===== src/rtl/l1d_evict_burst_arb_if.sv =====
// Handshake bundle between the MSHR evict queues / load pipe and the L1D data-array read port.
interface l1d_evict_burst_arb_if #(
    parameter int unsigned N_REQ    = 4,
    parameter int unsigned OFFSET_W = 2,
    parameter int unsigned INDEX_W  = 6,
    parameter int unsigned WAY_W    = 2,
    parameter int unsigned TAG_W    = 20
);
    localparam int unsigned ID_W = (N_REQ > 1) ? $clog2(N_REQ) : 1;

    logic [N_REQ-1:0]          req_vld;
    logic [N_REQ-1:0]          req_rdy;
    logic [N_REQ*TAG_W-1:0]    req_tag;
    logic [N_REQ*INDEX_W-1:0]  req_index;
    logic [N_REQ*WAY_W-1:0]    req_way;
    logic [N_REQ*OFFSET_W-1:0] req_offset;

    logic                      ld_rd_vld;
    logic                      ld_rd_rdy;
    logic [INDEX_W-1:0]        ld_rd_index;
    logic [WAY_W-1:0]          ld_rd_way;
    logic [OFFSET_W-1:0]       ld_rd_offset;

    logic                      evict_buf_rdy;

    logic                      arr_rd_vld;
    logic                      arr_rd_rdy;
    logic [INDEX_W-1:0]        arr_rd_index;
    logic [WAY_W-1:0]          arr_rd_way;
    logic [OFFSET_W-1:0]       arr_rd_offset;
    logic                      arr_rd_src;
    logic [ID_W-1:0]           arr_rd_id;
    logic [TAG_W-1:0]          arr_rd_tag;
    logic                      arr_rd_last;
    logic                      busy;

    modport slave (
        input  req_vld, req_tag, req_index, req_way, req_offset,
        input  ld_rd_vld, ld_rd_index, ld_rd_way, ld_rd_offset,
        input  evict_buf_rdy, arr_rd_rdy,
        output req_rdy, ld_rd_rdy,
        output arr_rd_vld, arr_rd_index, arr_rd_way, arr_rd_offset,
        output arr_rd_src, arr_rd_id, arr_rd_tag, arr_rd_last, busy
    );

    modport master (
        output req_vld, req_tag, req_index, req_way, req_offset,
        output ld_rd_vld, ld_rd_index, ld_rd_way, ld_rd_offset,
        output evict_buf_rdy, arr_rd_rdy,
        input  req_rdy, ld_rd_rdy,
        input  arr_rd_vld, arr_rd_index, arr_rd_way, arr_rd_offset,
        input  arr_rd_src, arr_rd_id, arr_rd_tag, arr_rd_last, busy
    );
endinterface


===== src/rtl/l1d_evict_burst_arb.sv =====
// Round-robin evict-burst expander sharing the L1D data-array read port with load-hit reads,
// with bounded load-over-evict starvation.
module l1d_evict_burst_arb #(
    parameter int unsigned N_REQ         = 4,
    parameter int unsigned OFFSET_W      = 2,
    parameter int unsigned INDEX_W       = 6,
    parameter int unsigned WAY_W         = 2,
    parameter int unsigned TAG_W         = 20,
    parameter int unsigned LD_STARVE_MAX = 4
) (
    input  logic                   clk,
    input  logic                   rst_n,
    l1d_evict_burst_arb_if.slave   bus
);
    localparam int unsigned ID_W = (N_REQ > 1) ? $clog2(N_REQ) : 1;
    localparam int unsigned ST_W = $clog2(LD_STARVE_MAX + 1);

    typedef enum logic [0:0] {S_IDLE, S_BURST} state_t;

    state_t              r_state;
    logic [OFFSET_W-1:0] r_beat_cnt;
    logic [OFFSET_W-1:0] r_off;
    logic [ST_W-1:0]     r_starve_cnt;
    logic [ID_W-1:0]     r_rr_ptr;
    logic [ID_W-1:0]     r_gnt_id;
    logic [ID_W-1:0]     r_id;
    logic [N_REQ-1:0]    r_req_rdy;
    logic [TAG_W-1:0]    r_tag;
    logic [INDEX_W-1:0]  r_index;
    logic [WAY_W-1:0]    r_way;

    // Returns {found, id} of the first valid requester at or after ptr, wrapping.
    function automatic logic [ID_W:0] rr_pick(input logic [N_REQ-1:0] vld, input logic [ID_W-1:0] ptr);
        logic [ID_W:0] res;
        int            p;
        res = '0;
        for (int i = int'(N_REQ) - 1; i >= 0; i--) begin
            p = int'(ptr) + i;
            if (p >= int'(N_REQ)) p -= int'(N_REQ);
            if (vld[p]) res = {1'b1, ID_W'(p)};
        end
        return res;
    endfunction

    logic [ID_W-1:0]  w_ptr_nx;
    logic [ID_W:0]    w_pick;
    logic [ID_W:0]    w_pick_nx;
    logic [N_REQ-1:0] w_pick_oh;
    logic [N_REQ-1:0] w_pick_nx_oh;
    logic             w_req_hs;
    logic             w_cand;
    logic             w_sel_ev;
    logic             w_ev_hs;
    logic             w_ld_hs;
    logic             w_last;

    assign w_ptr_nx     = (r_id == ID_W'(N_REQ - 1)) ? '0 : r_id + ID_W'(1);
    assign w_pick       = rr_pick(bus.req_vld, r_rr_ptr);
    assign w_pick_nx    = rr_pick(bus.req_vld, w_ptr_nx);
    assign w_pick_oh    = w_pick[ID_W]    ? (N_REQ'(1) << w_pick[ID_W-1:0])    : '0;
    assign w_pick_nx_oh = w_pick_nx[ID_W] ? (N_REQ'(1) << w_pick_nx[ID_W-1:0]) : '0;
    assign w_req_hs     = |(r_req_rdy & bus.req_vld);

    // Evict beat wins only when no load is asking or loads have used up their allowance.
    assign w_cand   = (r_state == S_BURST) & bus.evict_buf_rdy;
    assign w_sel_ev = w_cand & (~bus.ld_rd_vld | (r_starve_cnt >= ST_W'(LD_STARVE_MAX)));
    assign w_ev_hs  = w_sel_ev & bus.arr_rd_rdy;
    assign w_ld_hs  = bus.ld_rd_vld & ~w_sel_ev & bus.arr_rd_rdy;
    assign w_last   = &r_beat_cnt;

    assign bus.req_rdy       = r_req_rdy;
    assign bus.busy          = (r_state == S_BURST);
    assign bus.ld_rd_rdy     = w_ld_hs;
    assign bus.arr_rd_vld    = bus.ld_rd_vld | w_cand;
    assign bus.arr_rd_src    = w_sel_ev;
    assign bus.arr_rd_index  = w_sel_ev ? r_index : bus.ld_rd_index;
    assign bus.arr_rd_way    = w_sel_ev ? r_way : bus.ld_rd_way;
    assign bus.arr_rd_offset = w_sel_ev ? OFFSET_W'(r_off + r_beat_cnt) : bus.ld_rd_offset;
    assign bus.arr_rd_id     = r_id;
    assign bus.arr_rd_tag    = r_tag;
    assign bus.arr_rd_last   = w_sel_ev & w_last;

    always_ff @(posedge clk or negedge rst_n) begin
        if (!rst_n) begin
            r_state      <= S_IDLE;
            r_beat_cnt   <= '0;
            r_off        <= '0;
            r_starve_cnt <= '0;
            r_rr_ptr     <= '0;
            r_gnt_id     <= '0;
            r_id         <= '0;
            r_req_rdy    <= '0;
            r_tag        <= '0;
            r_index      <= '0;
            r_way        <= '0;
        end else begin
            case (r_state)
                S_IDLE: begin
                    r_starve_cnt <= '0;
                    if (w_req_hs) begin
                        r_tag      <= bus.req_tag[int'(r_gnt_id)*TAG_W +: TAG_W];
                        r_index    <= bus.req_index[int'(r_gnt_id)*INDEX_W +: INDEX_W];
                        r_way      <= bus.req_way[int'(r_gnt_id)*WAY_W +: WAY_W];
                        r_off      <= bus.req_offset[int'(r_gnt_id)*OFFSET_W +: OFFSET_W];
                        r_id       <= r_gnt_id;
                        r_beat_cnt <= '0;
                        r_req_rdy  <= '0;
                        r_state    <= S_BURST;
                    end else begin
                        r_req_rdy <= w_pick_oh;
                        r_gnt_id  <= w_pick[ID_W-1:0];
                    end
                end
                S_BURST: begin
                    r_req_rdy <= '0;
                    if (w_ev_hs) begin
                        r_starve_cnt <= '0;
                        r_beat_cnt   <= r_beat_cnt + OFFSET_W'(1);
                        // Pre-grant from the advanced pointer so a waiting request is taken next cycle.
                        if (w_last) begin
                            r_state   <= S_IDLE;
                            r_rr_ptr  <= w_ptr_nx;
                            r_req_rdy <= w_pick_nx_oh;
                            r_gnt_id  <= w_pick_nx[ID_W-1:0];
                        end
                    end else if (w_ld_hs && w_cand && (r_starve_cnt < ST_W'(LD_STARVE_MAX))) begin
                        r_starve_cnt <= r_starve_cnt + ST_W'(1);
                    end
                end
                default: r_state <= S_IDLE;
            endcase
        end
    end
endmodule


===== src/flat_wrapper.sv =====
// flat-port wrapper written by rule: the top's interface ports become plain ports
module l1d_evict_burst_arb_flat 
#(
    parameter int unsigned N_REQ         = 4,
    parameter int unsigned OFFSET_W      = 2,
    parameter int unsigned INDEX_W       = 6,
    parameter int unsigned WAY_W         = 2,
    parameter int unsigned TAG_W         = 20,
    parameter int unsigned LD_STARVE_MAX = 4
)
  (clk, rst_n, bus_req_vld, bus_req_tag, bus_req_index, bus_req_way, bus_req_offset, bus_ld_rd_vld, bus_ld_rd_index, bus_ld_rd_way, bus_ld_rd_offset, bus_evict_buf_rdy, bus_arr_rd_rdy, bus_req_rdy, bus_ld_rd_rdy, bus_arr_rd_vld, bus_arr_rd_index, bus_arr_rd_way, bus_arr_rd_offset, bus_arr_rd_src, bus_arr_rd_id, bus_arr_rd_tag, bus_arr_rd_last, bus_busy);
  l1d_evict_burst_arb_if #(.N_REQ(N_REQ), .OFFSET_W(OFFSET_W), .INDEX_W(INDEX_W), .WAY_W(WAY_W), .TAG_W(TAG_W)) bus_i ();
  input  logic clk;
  input  logic rst_n;
  input wire logic [$bits(bus_i.req_vld)-1:0] bus_req_vld;
  input wire logic [$bits(bus_i.req_tag)-1:0] bus_req_tag;
  input wire logic [$bits(bus_i.req_index)-1:0] bus_req_index;
  input wire logic [$bits(bus_i.req_way)-1:0] bus_req_way;
  input wire logic [$bits(bus_i.req_offset)-1:0] bus_req_offset;
  input wire logic [$bits(bus_i.ld_rd_vld)-1:0] bus_ld_rd_vld;
  input wire logic [$bits(bus_i.ld_rd_index)-1:0] bus_ld_rd_index;
  input wire logic [$bits(bus_i.ld_rd_way)-1:0] bus_ld_rd_way;
  input wire logic [$bits(bus_i.ld_rd_offset)-1:0] bus_ld_rd_offset;
  input wire logic [$bits(bus_i.evict_buf_rdy)-1:0] bus_evict_buf_rdy;
  input wire logic [$bits(bus_i.arr_rd_rdy)-1:0] bus_arr_rd_rdy;
  output wire logic [$bits(bus_i.req_rdy)-1:0] bus_req_rdy;
  output wire logic [$bits(bus_i.ld_rd_rdy)-1:0] bus_ld_rd_rdy;
  output wire logic [$bits(bus_i.arr_rd_vld)-1:0] bus_arr_rd_vld;
  output wire logic [$bits(bus_i.arr_rd_index)-1:0] bus_arr_rd_index;
  output wire logic [$bits(bus_i.arr_rd_way)-1:0] bus_arr_rd_way;
  output wire logic [$bits(bus_i.arr_rd_offset)-1:0] bus_arr_rd_offset;
  output wire logic [$bits(bus_i.arr_rd_src)-1:0] bus_arr_rd_src;
  output wire logic [$bits(bus_i.arr_rd_id)-1:0] bus_arr_rd_id;
  output wire logic [$bits(bus_i.arr_rd_tag)-1:0] bus_arr_rd_tag;
  output wire logic [$bits(bus_i.arr_rd_last)-1:0] bus_arr_rd_last;
  output wire logic [$bits(bus_i.busy)-1:0] bus_busy;
  assign bus_i.req_vld = bus_req_vld;
  assign bus_i.req_tag = bus_req_tag;
  assign bus_i.req_index = bus_req_index;
  assign bus_i.req_way = bus_req_way;
  assign bus_i.req_offset = bus_req_offset;
  assign bus_i.ld_rd_vld = bus_ld_rd_vld;
  assign bus_i.ld_rd_index = bus_ld_rd_index;
  assign bus_i.ld_rd_way = bus_ld_rd_way;
  assign bus_i.ld_rd_offset = bus_ld_rd_offset;
  assign bus_i.evict_buf_rdy = bus_evict_buf_rdy;
  assign bus_i.arr_rd_rdy = bus_arr_rd_rdy;
  assign bus_req_rdy = bus_i.req_rdy;
  assign bus_ld_rd_rdy = bus_i.ld_rd_rdy;
  assign bus_arr_rd_vld = bus_i.arr_rd_vld;
  assign bus_arr_rd_index = bus_i.arr_rd_index;
  assign bus_arr_rd_way = bus_i.arr_rd_way;
  assign bus_arr_rd_offset = bus_i.arr_rd_offset;
  assign bus_arr_rd_src = bus_i.arr_rd_src;
  assign bus_arr_rd_id = bus_i.arr_rd_id;
  assign bus_arr_rd_tag = bus_i.arr_rd_tag;
  assign bus_arr_rd_last = bus_i.arr_rd_last;
  assign bus_busy = bus_i.busy;
  l1d_evict_burst_arb #(.N_REQ(N_REQ), .OFFSET_W(OFFSET_W), .INDEX_W(INDEX_W), .WAY_W(WAY_W), .TAG_W(TAG_W), .LD_STARVE_MAX(LD_STARVE_MAX)) u_core (.clk(clk), .rst_n(rst_n), .bus(bus_i));
endmodule

===== config.mk =====
export PLATFORM = sky130hd
export DESIGN_NAME = l1d_evict_burst_arb_flat
export DESIGN_NICKNAME = d
export VERILOG_FILES = /design/src/rtl/l1d_evict_burst_arb_if.sv /design/src/rtl/l1d_evict_burst_arb.sv /design/src/flat_wrapper.sv
export SDC_FILE = /design/constraint.sdc
export NUM_CORES = 1
export LEC_CHECK = 0
export ABC_AREA = 1
export ABC_CLOCK_PERIOD_IN_PS = 2600
export BUFFER_PORTS_ARGS = -buffer_cell sky130_fd_sc_hd__buf_2
export CORE_MARGIN = 4
export CORE_UTILIZATION = 40
export CTS_CLUSTER_SIZE = 24
export DETAILED_ROUTE_END_ITERATION = 12
export GPL_TIMING_DRIVEN = 0
export PLACE_DENSITY = 0.83
export SLEW_MARGIN = 40
export SYNTH_ARGS = -nofsm -noshare
export SYNTH_HDL_FRONTEND = slang
export SYNTH_SLANG_ARGS = --single-unit

===== constraint.sdc =====
create_clock -name clk -period 2.6 [get_ports clk]
set_input_delay 0.13 -clock clk [delete_from_list [all_inputs] [get_ports clk]]
set_output_delay 0.13 -clock clk [all_outputs]
set_load 0.02 [all_outputs]

==> results of run 1 <==
synthesized netlist by cell type, types with 2 or more instances:
cell type  instances  area share, %
inv_2             10            1.1
a21oi_2            3           0.79
dfrtp_1           46             34
a21oi_1            2           0.30
a32o_1             2           0.60
buf_2              6           0.90
inv_1             18            2.0
nor2_1           102             11
inv_4              2           0.37
nand2_2            6            1.1
nor2_4             2           0.67
buf_1              2           0.22
nand2_1          151             17
clkbuf_1          18            2.0
nand3_1           16            2.4
a22o_1             2           0.52
ha_1               4            1.5
o21ai_1            7            1.0
o22ai_1           19            3.6
o21ai_0           73             11
a31oi_1           11            2.1
nand4_1            2           0.37
state kept, by name, indices dropped and copies added (netlist names):
signal and count:
u_core.bus.arr_rd_tag 20, u_core.r_index 6, u_core.bus.req_rdy 4, u_core.r_starve_cnt 3, u_core.bus.arr_rd_id 2, u_core.r_beat_cnt 2, u_core.r_gnt_id 2, u_core.r_off 2
u_core.r_rr_ptr 2, u_core.r_way 2, u_core.bus.busy 1
worst max-delay path, delay by kind of cell (launching register included):
family | cells | cell delay [ns]
buf+inv | 1 | 0.12
simple gates | 11 | 0.94
fa+ha+maj | 1 | 0.40
flops | 1 | 0.45
through the flow:
| stage | std cells | util, % | worst slack (ns) |
|---|---|---|---|
| final | 811 | 54.9 | 0.587 |
| after global routing | 811 | 54.9 | 0.420 |
| after CTS | 811 | 54.9 | 0.616 |
| after detailed placement | 802 | 53.4 | 0.665 |
| after global placement | 802 | 53.4 | 0.782 |
| after floorplan | 518 | - | 0.799 |
kinds of logic after synthesis:
| logic type | Yosys count | synth area share [%] |
|---|---|---|
| xor gates and xnor gates | 2 | 0.525 |
| and+or+nand+nor | 286 | 35.7 |
| adders and majority gates | 4 | 1.50 |
| AOI/OAI and AO/OA | 123 | 20.9 |
| DFF | 46 | 34.5 |
| buffers and inverters | 57 | 6.89 |
routing by layer:
metal / track usage [%] / up-vias / routed length (µm)
met1: 26.5 / 1925 / 4340
met5: 0 / - / 0
met2: 43.1 / 208 / 6220
li1: - / 2069 / -
met4: 9.56 / 0 / 353
met3: 4.07 / 35 / 883
timing repair:
item,in CTS,in global routing
buffers inserted,0,0
hold endpoints to repair,46,0
hold buffers,1,0
setup endpoints to repair,0,0
layout make-up:
type / count / area, µm²
tap: 105 / 131
buffer: 27 / 113
fill: 821 / 3690
multi-input combinational: 415 / 1960
inverter: 30 / 118
clock buffer: 7 / 76.3
clock inverter: 1 / 30.0
sequential: 46 / 1150
timing repair buffer: 180 / 908
power by group:
group | switching (µW) | internal, µW
clock | 236 | 288
sequential | 228 | 1030
combinational | 2220 | 1110
total | 2690 | 2420
final timing paths:
check                                       endpoint
min in group asynchronous         u_core.r_rr_ptr[0]
hold reg to reg             u_core.bus.arr_rd_tag[1]
max in group asynchronous     u_core.r_starve_cnt[2]
setup / recovery                  u_core.r_gnt_id[0]
setup reg to reg                  u_core.r_gnt_id[0]
hold / removal             u_core.bus.arr_rd_tag[17]
==> flow_summary.json, run 1 <==
{
  "die_x_um": 99.4,
  "fin_crit_ns": 2.01,
  "design_area_um2": 4490,
  "worstHoldPathType": "in -> reg",
  "cp.required_ns": 2.79,
  "max-cap-violations": 0,
  "worst_pin_slew_ns": 0.586,
  "worst_path_most_repeated_cell": "nand2_1",
  "drv_slew": 0,
  "synth-seq-cells": 46,
  "initial_core_util_pct": 40.8,
  "power_density_nw_per_um2": 1140,
  "syn_inst": 518,
  "rows": 33,
  "period_share_pct": 77.4,
  "antenna_found_initial": 0,
  "syn2layout_area_growth_pct": 34.3,
  "postRouteAntennaNets": 0,
  "cts_resized": 0,
  "drt-initial-drc-count": 246,
  "reg2reg_slack_ns": 0.59,
  "setup_viol": 0,
  "hold_viol": 0,
  "syn_nets": 661,
  "via_per_inst": 5.22,
  "fin_skew_ns": 0.0160,
  "ir_drop_v": 0.000618,
  "p_leak_uw": 0.00245,
  "finalSetupTns_ns": 0,
  "p_total_uw": 5110,
  "synthesis.area_um2": 3340,
  "die_y_um": 99.4,
  "clk_pin_slew_worst_paths_ns": 0.09,
  "async_reset_ff_share_pct": 100,
  "synth_edf_count": 0,
  "portBuffers": 179,
  "final_nets": 848,
  "clock_latency_ns": 0.30,
  "grt_max_degree": 47,
  "cts_buffer_depth": 2,
  "rsz0062_at_grt": "no",
  "holdPathStages": 3,
  "critPathLaunchType": "flip-flop",
  "timing.fmax_mhz": 497,
  "startpoint": "u_core.bus.arr_rd_id[0]",
  "cts_tree": "yes",
  "reg2reg_from": "u_core.bus.arr_rd_id[0]",
  "hold_ws_ns": 0.153,
  "arrival_ns": 2.20,
  "ys_seq_area_share_pct": 34.5,
  "slew_headroom_pct": 61.0,
  "grt.total_usage_pct": 23.4,
  "yosys_warnings": 0,
  "htree_levels": 2,
  "dieArea_um2": 9870,
  "drt-wirelength-per-cell_um": 14.5,
  "n_antenna_cell": 0,
  "core_um2": 8180,
  "cts_buffers": 5,
  "final_cell_mix": "buf_2 (184), nand2_1 (151), nor2_1 (102)",
  "via_count": 4237,
  "critPathKind": "reg -> reg",
  "critPathMaxStageDelay_ns": 0.45,
  "first_pass_iters": 5,
  "crit_fanout": 5,
  "end_kind": "flip-flop",
  "synth.avg_cell_area_um2": 6.45,
  "dp_hpwl_mm": 9.57,
  "grt_pass1_wl_mm": 18.7,
  "cts_root_buf": "clkbuf_8",
  "drc_errors": 0,
  "hp-start": "bus_req_tag[77]",
  "grt_pass1_vias": 4160,
  "overflow": 0,
  "drive_gt1_share_pct": 31.6,
  "io_pins": 180,
  "drt_wl_total_mm": 11.8,
  "path_cells": "ha_1 > inv_2 > nand2_1 > nand2_2 > nand2_1 > nand2_1 > nor2_1 > nor2_1 > nand2_1 > nand2_1 > nand2_1 > nand2_1 > nand2_1",
  "cts.sinks": 46,
  "dpl_cell_area_um2": 4370,
  "place_congestion": 0.914,
  "reg2regPathDepth": 13,
  "mostFrequentLayoutCell": "buf_2",
  "synth-main-ff-cell": "dfrtp_1",
  "yosys.cell_types.count": 36,
  "status": "finished, final reports clean",
  "crit_slowest_cell": "dfrtp_1"
}
Power figures use the tool's default switching activity.
==> inputs of run 2 (changes only) <==
ABC_CLOCK_PERIOD_IN_PS = 2000   (was 2600)
clock period = 2 ns   (was 2.6 ns; I/O delays follow)
==> flow_summary.json, run 2 (synthesis results as in run 1) <==
{
  "grt_pass1_vias": 4160,
  "drt_wl_total_mm": 11.9,
  "crit_buf_inv": 1,
  "cts.sinks": 46,
  "slew_headroom_pct": 60.9,
  "drv_slew": 0,
  "timing.fmax_mhz": 531,
  "clock_latency_ns": 0.30,
  "place_congestion": 0.914,
  "max-cap-violations": 0,
  "dp_cells": 802,
  "via_count": 4246,
  "p_total_uw": 6720,
  "crit_fanout": 5,
  "die_y_um": 99.4,
  "n_antenna_cell": 0,
  "cts_buffer_depth": 2,
  "htree_levels": 2,
  "cp.required_ns": 2.19,
  "dp_hpwl_mm": 9.57,
  "arrival_ns": 2.07,
  "cts_tree": "yes",
  "postLayoutCoreUtil_pct": 55.1,
  "period_share_pct": 94.2,
  "drt-wirelength-per-cell_um": 14.6,
  "worstHoldPathType": "in -> reg",
  "critPathMaxStageDelay_ns": 0.44,
  "met3_wirelength_um": 875,
  "final_cell_mix": "buf_2 (184), nand2_1 (149), nor2_1 (101)",
  "drc_errors": 0,
  "cts_buffers": 5,
  "grt_pass1_wl_mm": 18.7,
  "crit_slowest_cell": "dfrtp_2",
  "wl_met2_mm": 6.30,
  "met1_length_mm": 4.33,
  "drive_gt1_share_pct": 32.6,
  "die_x_um": 99.4,
  "initial_core_util_pct": 40.8,
  "dieArea_um2": 9870,
  "multi_input_area_um2": 1970,
  "fin_skew_ns": 0.0145,
  "end_kind": "flip-flop",
  "syn2layout_area_growth_pct": 34.8,
  "fill_cells": 819,
  "fin_crit_ns": 1.88,
  "first_pass_iters": 4,
  "seq_area_um2": 1150,
  "mostFrequentLayoutCell": "buf_2",
  "grt.total_usage_pct": 23.4,
  "rows": 33,
  "portBuffers": 179,
  "postRouteAntennaNets": 0,
  "top_layer": "met4",
  "p_leak_uw": 0.00245,
  "drt-initial-drc-count": 241,
  "core_um2": 8180,
  "crit_family": "simple AND/OR/NAND/NOR gates",
  "worst_pin_slew_ns": 0.587,
  "via_per_inst": 5.24,
  "worst_path_most_repeated_cell": "nand2_1",
  "io_pins": 180,
  "clk_pin_slew_worst_paths_ns": 0.09,
  "antenna_found_initial": 0,
  "power_density_nw_per_um2": 1490,
  "largest_register_ffs": 20,
  "hold_viol": 0,
  "critPathKind": "reg -> reg",
  "final_nets": 848,
  "overflow": 0,
  "ir_drop_v": 0.000809,
  "finalSetupTns_ns": 0,
  "cts_root_buf": "clkbuf_8",
  "status": "finished, final reports clean",
  "grt_max_degree": 47,
  "critPathLaunchType": "flip-flop",
  "path_cells": "ha_2 > inv_2 > nand2_1 > nand2_2 > nand2_1 > nand2_1 > nor2_2 > nor2_1 > nand2_1 > nand2_2 > nand2_1 > nand2_1 > nand2_1",
  "layoutNonFillerInstCount": 811,
  "setup_viol": 0
}
-- run 2: changes by cell type in the layout (fill, tap and decap cells not counted), sizes merged --
cell    delta
buf        +1
clkbuf     -1
-- run 2: metal layers --
layer	vias up	global-route usage, %
met5	-	0
met4	0	9.56
met3	35	4.07
met2	201	43.1
met1	1943	26.5
li1	2067	-
-- run 2: layout make-up --
class | instances | share of cell area (%)
sequential | 46 | 25.6
buffer | 26 | 2.42
clock buffer | 7 | 1.70
tap | 105 | 2.92
clock inverter | 1 | 0.667
multi-input combinational | 415 | 43.7
timing repair buffer | 181 | 20.3
inverter | 30 | 2.61
-- run 2: path summary, 6_finish.rpt --
path	start	end	slack, ns	cells after the start
max	u_core.bus.arr_rd_id[0]	u_core.r_gnt_id[0]	0.12	13
max reg2reg	u_core.bus.arr_rd_id[0]	u_core.r_gnt_id[0]	0.12	13
min in group asynchronous	rst_n	u_core.r_rr_ptr[0]	0.34	2
min reg2reg	u_core.bus.arr_rd_tag[1]	u_core.bus.arr_rd_tag[1]	0.47	2
max in group asynchronous	rst_n	u_core.bus.busy	1.22	2
min	bus_req_tag[77]	u_core.bus.arr_rd_tag[17]	0.12	3
-- run 2: worst register-to-register path: stages, from the launching register on --
cell	delay, ns
dfrtp_2	0.44
ha_2	0.33
inv_2	0.11
nand2_1	0.07
nand2_2	0.08
nand2_1	0.09
nand2_1	0.10
nor2_2	0.05
nor2_1	0.11
nand2_1	0.12
nand2_2	0.09
nand2_1	0.06
nand2_1	0.08
nand2_1	0.05
-- run 2: stage by stage --
stage          instance area (µm²)  setup WS, ns  hold slack [ns]
2_1_floorplan                 3340         0.199           -0.196
3_3_place_gp                  4370         0.182            0.322
3_5_place_dp                  4370        0.0648            0.151
4_1_cts                       4490        0.0334            0.121
5_1_grt                       4500      -0.00539            0.131
6_report                      4500         0.115            0.125
-- run 2: timing repair --
| action | 4_1_cts | 5_1_grt |
|---|---|---|
| setup buffers | 0 | 1 |
| hold endpoints to repair | 46 | 0 |
| hold buffers | 1 | 0 |
| resized for setup | 0 | 6 |
| endpoints found under the setup margin | 0 | 15 |
-- run 2: power by group --
part | switching [µW] | leakage (µW) | internal, µW
clock | 308 | 0.0000524 | 374
combinational | 2930 | 0.00183 | 1470
sequential | 294 | 0.000569 | 1340
==> inputs of run 3 (changes only) <==
==> constraint.sdc (replaced) <==
create_clock -name clk -period 2 [get_ports clk]
set_input_delay 0.4 -clock clk [delete_from_list [all_inputs] [get_ports clk]]
set_output_delay 0.4 -clock clk [all_outputs]
set_load 0.02 [all_outputs]
==> flow_summary.json, run 3 (synthesis results as in run 1) <==
{
  "fin_crit_ns": 1.89,
  "met1_length_mm": 4.43,
  "post-place-ws_ns": 0.0648,
  "postRouteAntennaNets": 0,
  "largest_register_ffs": 20,
  "rows": 33,
  "syn2layout_area_growth_pct": 35.0,
  "grt_pass1_vias": 4158,
  "worstHoldPathType": "in -> async",
  "combPwrFrac_pct": 65.8,
  "dieArea_um2": 9870,
  "first_pass_iters": 5,
  "p_total_uw": 6740,
  "die_x_um": 99.4,
  "io_pins": 180,
  "switchingPower_uw": 3540,
  "drt_wl_total_mm": 11.9,
  "initial_core_util_pct": 40.8,
  "p_leak_uw": 0.00245,
  "worst_pin_slew_ns": 0.590,
  "fill_cells": 819,
  "core_um2": 8180,
  "hold_viol": 0,
  "max-cap-violations": 0,
  "final_nets": 849,
  "power_density_nw_per_um2": 1490,
  "critPathKind": "reg -> reg",
  "fin_skew_ns": 0.0150,
  "arrival_ns": 2.12,
  "cts_root_buf": "clkbuf_8",
  "drc_errors": 0,
  "end_kind": "flip-flop",
  "place_congestion": 0.914,
  "cts_buffers": 5,
  "timing.fmax_mhz": 529,
  "drt-initial-drc-count": 244,
  "setup_viol": 0,
  "fin_ws_ns": 0.109,
  "grt_max_degree": 47,
  "die_y_um": 99.4,
  "status": "finished, final reports clean",
  "grt.total_usage_pct": 23.4,
  "critPathLaunchType": "flip-flop",
  "drv_slew": 0,
  "via_per_inst": 5.26,
  "drt-wirelength-per-cell_um": 14.6,
  "slew_headroom_pct": 60.7,
  "period_share_pct": 94.5,
  "p_int_uw": 3200,
  "power.share.switching_pct": 52.5,
  "cp.required_ns": 2.23,
  "via_count": 4271,
  "met3_wirelength_um": 851,
  "antenna_found_initial": 0,
  "n_antenna_cell": 0,
  "mostFrequentLayoutCell": "buf_2",
  "htree_levels": 2,
  "hold_ws_ns": 0.0996,
  "drive_gt1_share_pct": 32.8,
  "rsz0062_at_grt": "no",
  "finalSetupTns_ns": 0,
  "power_frac_seq_pct": 24.0,
  "ir_drop_v": 0.000809,
  "top_layer": "met4",
  "crit_fanout": 5,
  "pwr-share-clk_pct": 10.2,
  "cts_tree": "yes",
  "cts.sinks": 46,
  "final_cell_mix": "buf_2 (184), nand2_1 (149), nor2_1 (101)",
  "dp_hpwl_mm": 9.57,
  "clock_latency_ns": 0.30,
  "overflow": 0,
  "cts_buffer_depth": 2,
  "wl_met2_mm": 6.26,
  "portBuffers": 179,
  "grt_pass1_wl_mm": 18.7,
  "clk_pin_slew_worst_paths_ns": 0.08
}
-- run 3: cell count changes in the layout (fill, tap and decap cells not counted), sizes merged --
cell | before | now
clkbuf | 24 | 25
buf | 189 | 190
dlygate4sd3 | 1 | 0
-- run 3: final timing paths --
path,slack (ns),cells past startpoint,to,startpoint
worst max-delay path,0.11,13,u_core.r_gnt_id[0],u_core.bus.arr_rd_id[0]
worst min-delay path,0.1,1,u_core.r_rr_ptr[0],rst_n
worst max register to register,0.11,13,u_core.r_gnt_id[0],u_core.bus.arr_rd_id[0]
worst min register to register,0.47,2,u_core.bus.arr_rd_tag[1],u_core.bus.arr_rd_tag[1]
max in group asynchronous,1.46,1,u_core.bus.busy,rst_n
min in group clk,0.42,3,u_core.bus.arr_rd_tag[17],bus_req_tag[77]
-- run 3: critical path, stage by stage, from the launching register on --
cell     delay (ns)
dfrtp_2        0.44
ha_2           0.38
inv_2          0.08
nand2_1        0.08
nand2_2        0.06
nand2_1        0.11
nand2_1        0.09
nor2_2         0.14
nor2_1         0.07
nand2_1        0.12
nand2_2        0.07
nand2_1        0.06
nand2_1        0.06
nand2_1        0.06
-- run 3: layer usage --
metal | GRT usage (%) | up-vias
met5 | 0 | -
li1 | - | 2075
met2 | 43.3 | 205
met3 | 4.14 | 33
met1 | 26.4 | 1958
met4 | 9.56 | 0
-- run 3: through the flow --
stage,cells,utilization [%],instance area [µm²]
after floorplan,518,-,3340
after global placement,802,53.4,4370
after detailed placement,802,53.4,4370
after CTS,811,54.9,4490
after global routing,812,55.1,4510
final,812,55.1,4510
-- run 3: cell type report --
cell class                 count  area [µm²]  area share [%]
multi-input combinational    415        1970            43.7
sequential                    46        1150            25.6
timing repair buffer         181         913            20.3
tap                          105         131            2.92
inverter                      30         118            2.61
buffer                        27         116            2.58
clock buffer                   7        76.3            1.69
clock inverter                 1        30.0           0.666
-- run 3: power groups by stage --
| stage | clock [µW] | combinational (µW) | sequential (µW) |
|---|---|---|---|
| 3_5_place_dp | 0 | 4300 | 1640 |
| 4_1_cts | 694 | 4340 | 1620 |
| 3_3_place_gp | 0 | 4110 | 1620 |
| 5_1_grt | 742 | 4920 | 1670 |
| 2_1_floorplan | 0 | 2740 | 1890 |
| 6_report | 685 | 4430 | 1620 |
-- run 3: timing repair --
item,CTS,global route
hold buffers,0,0
cloned,0,0
gates resized for setup,2,8
setup buffers,1,1
setup endpoints to repair,11,15
pin swaps,0,1
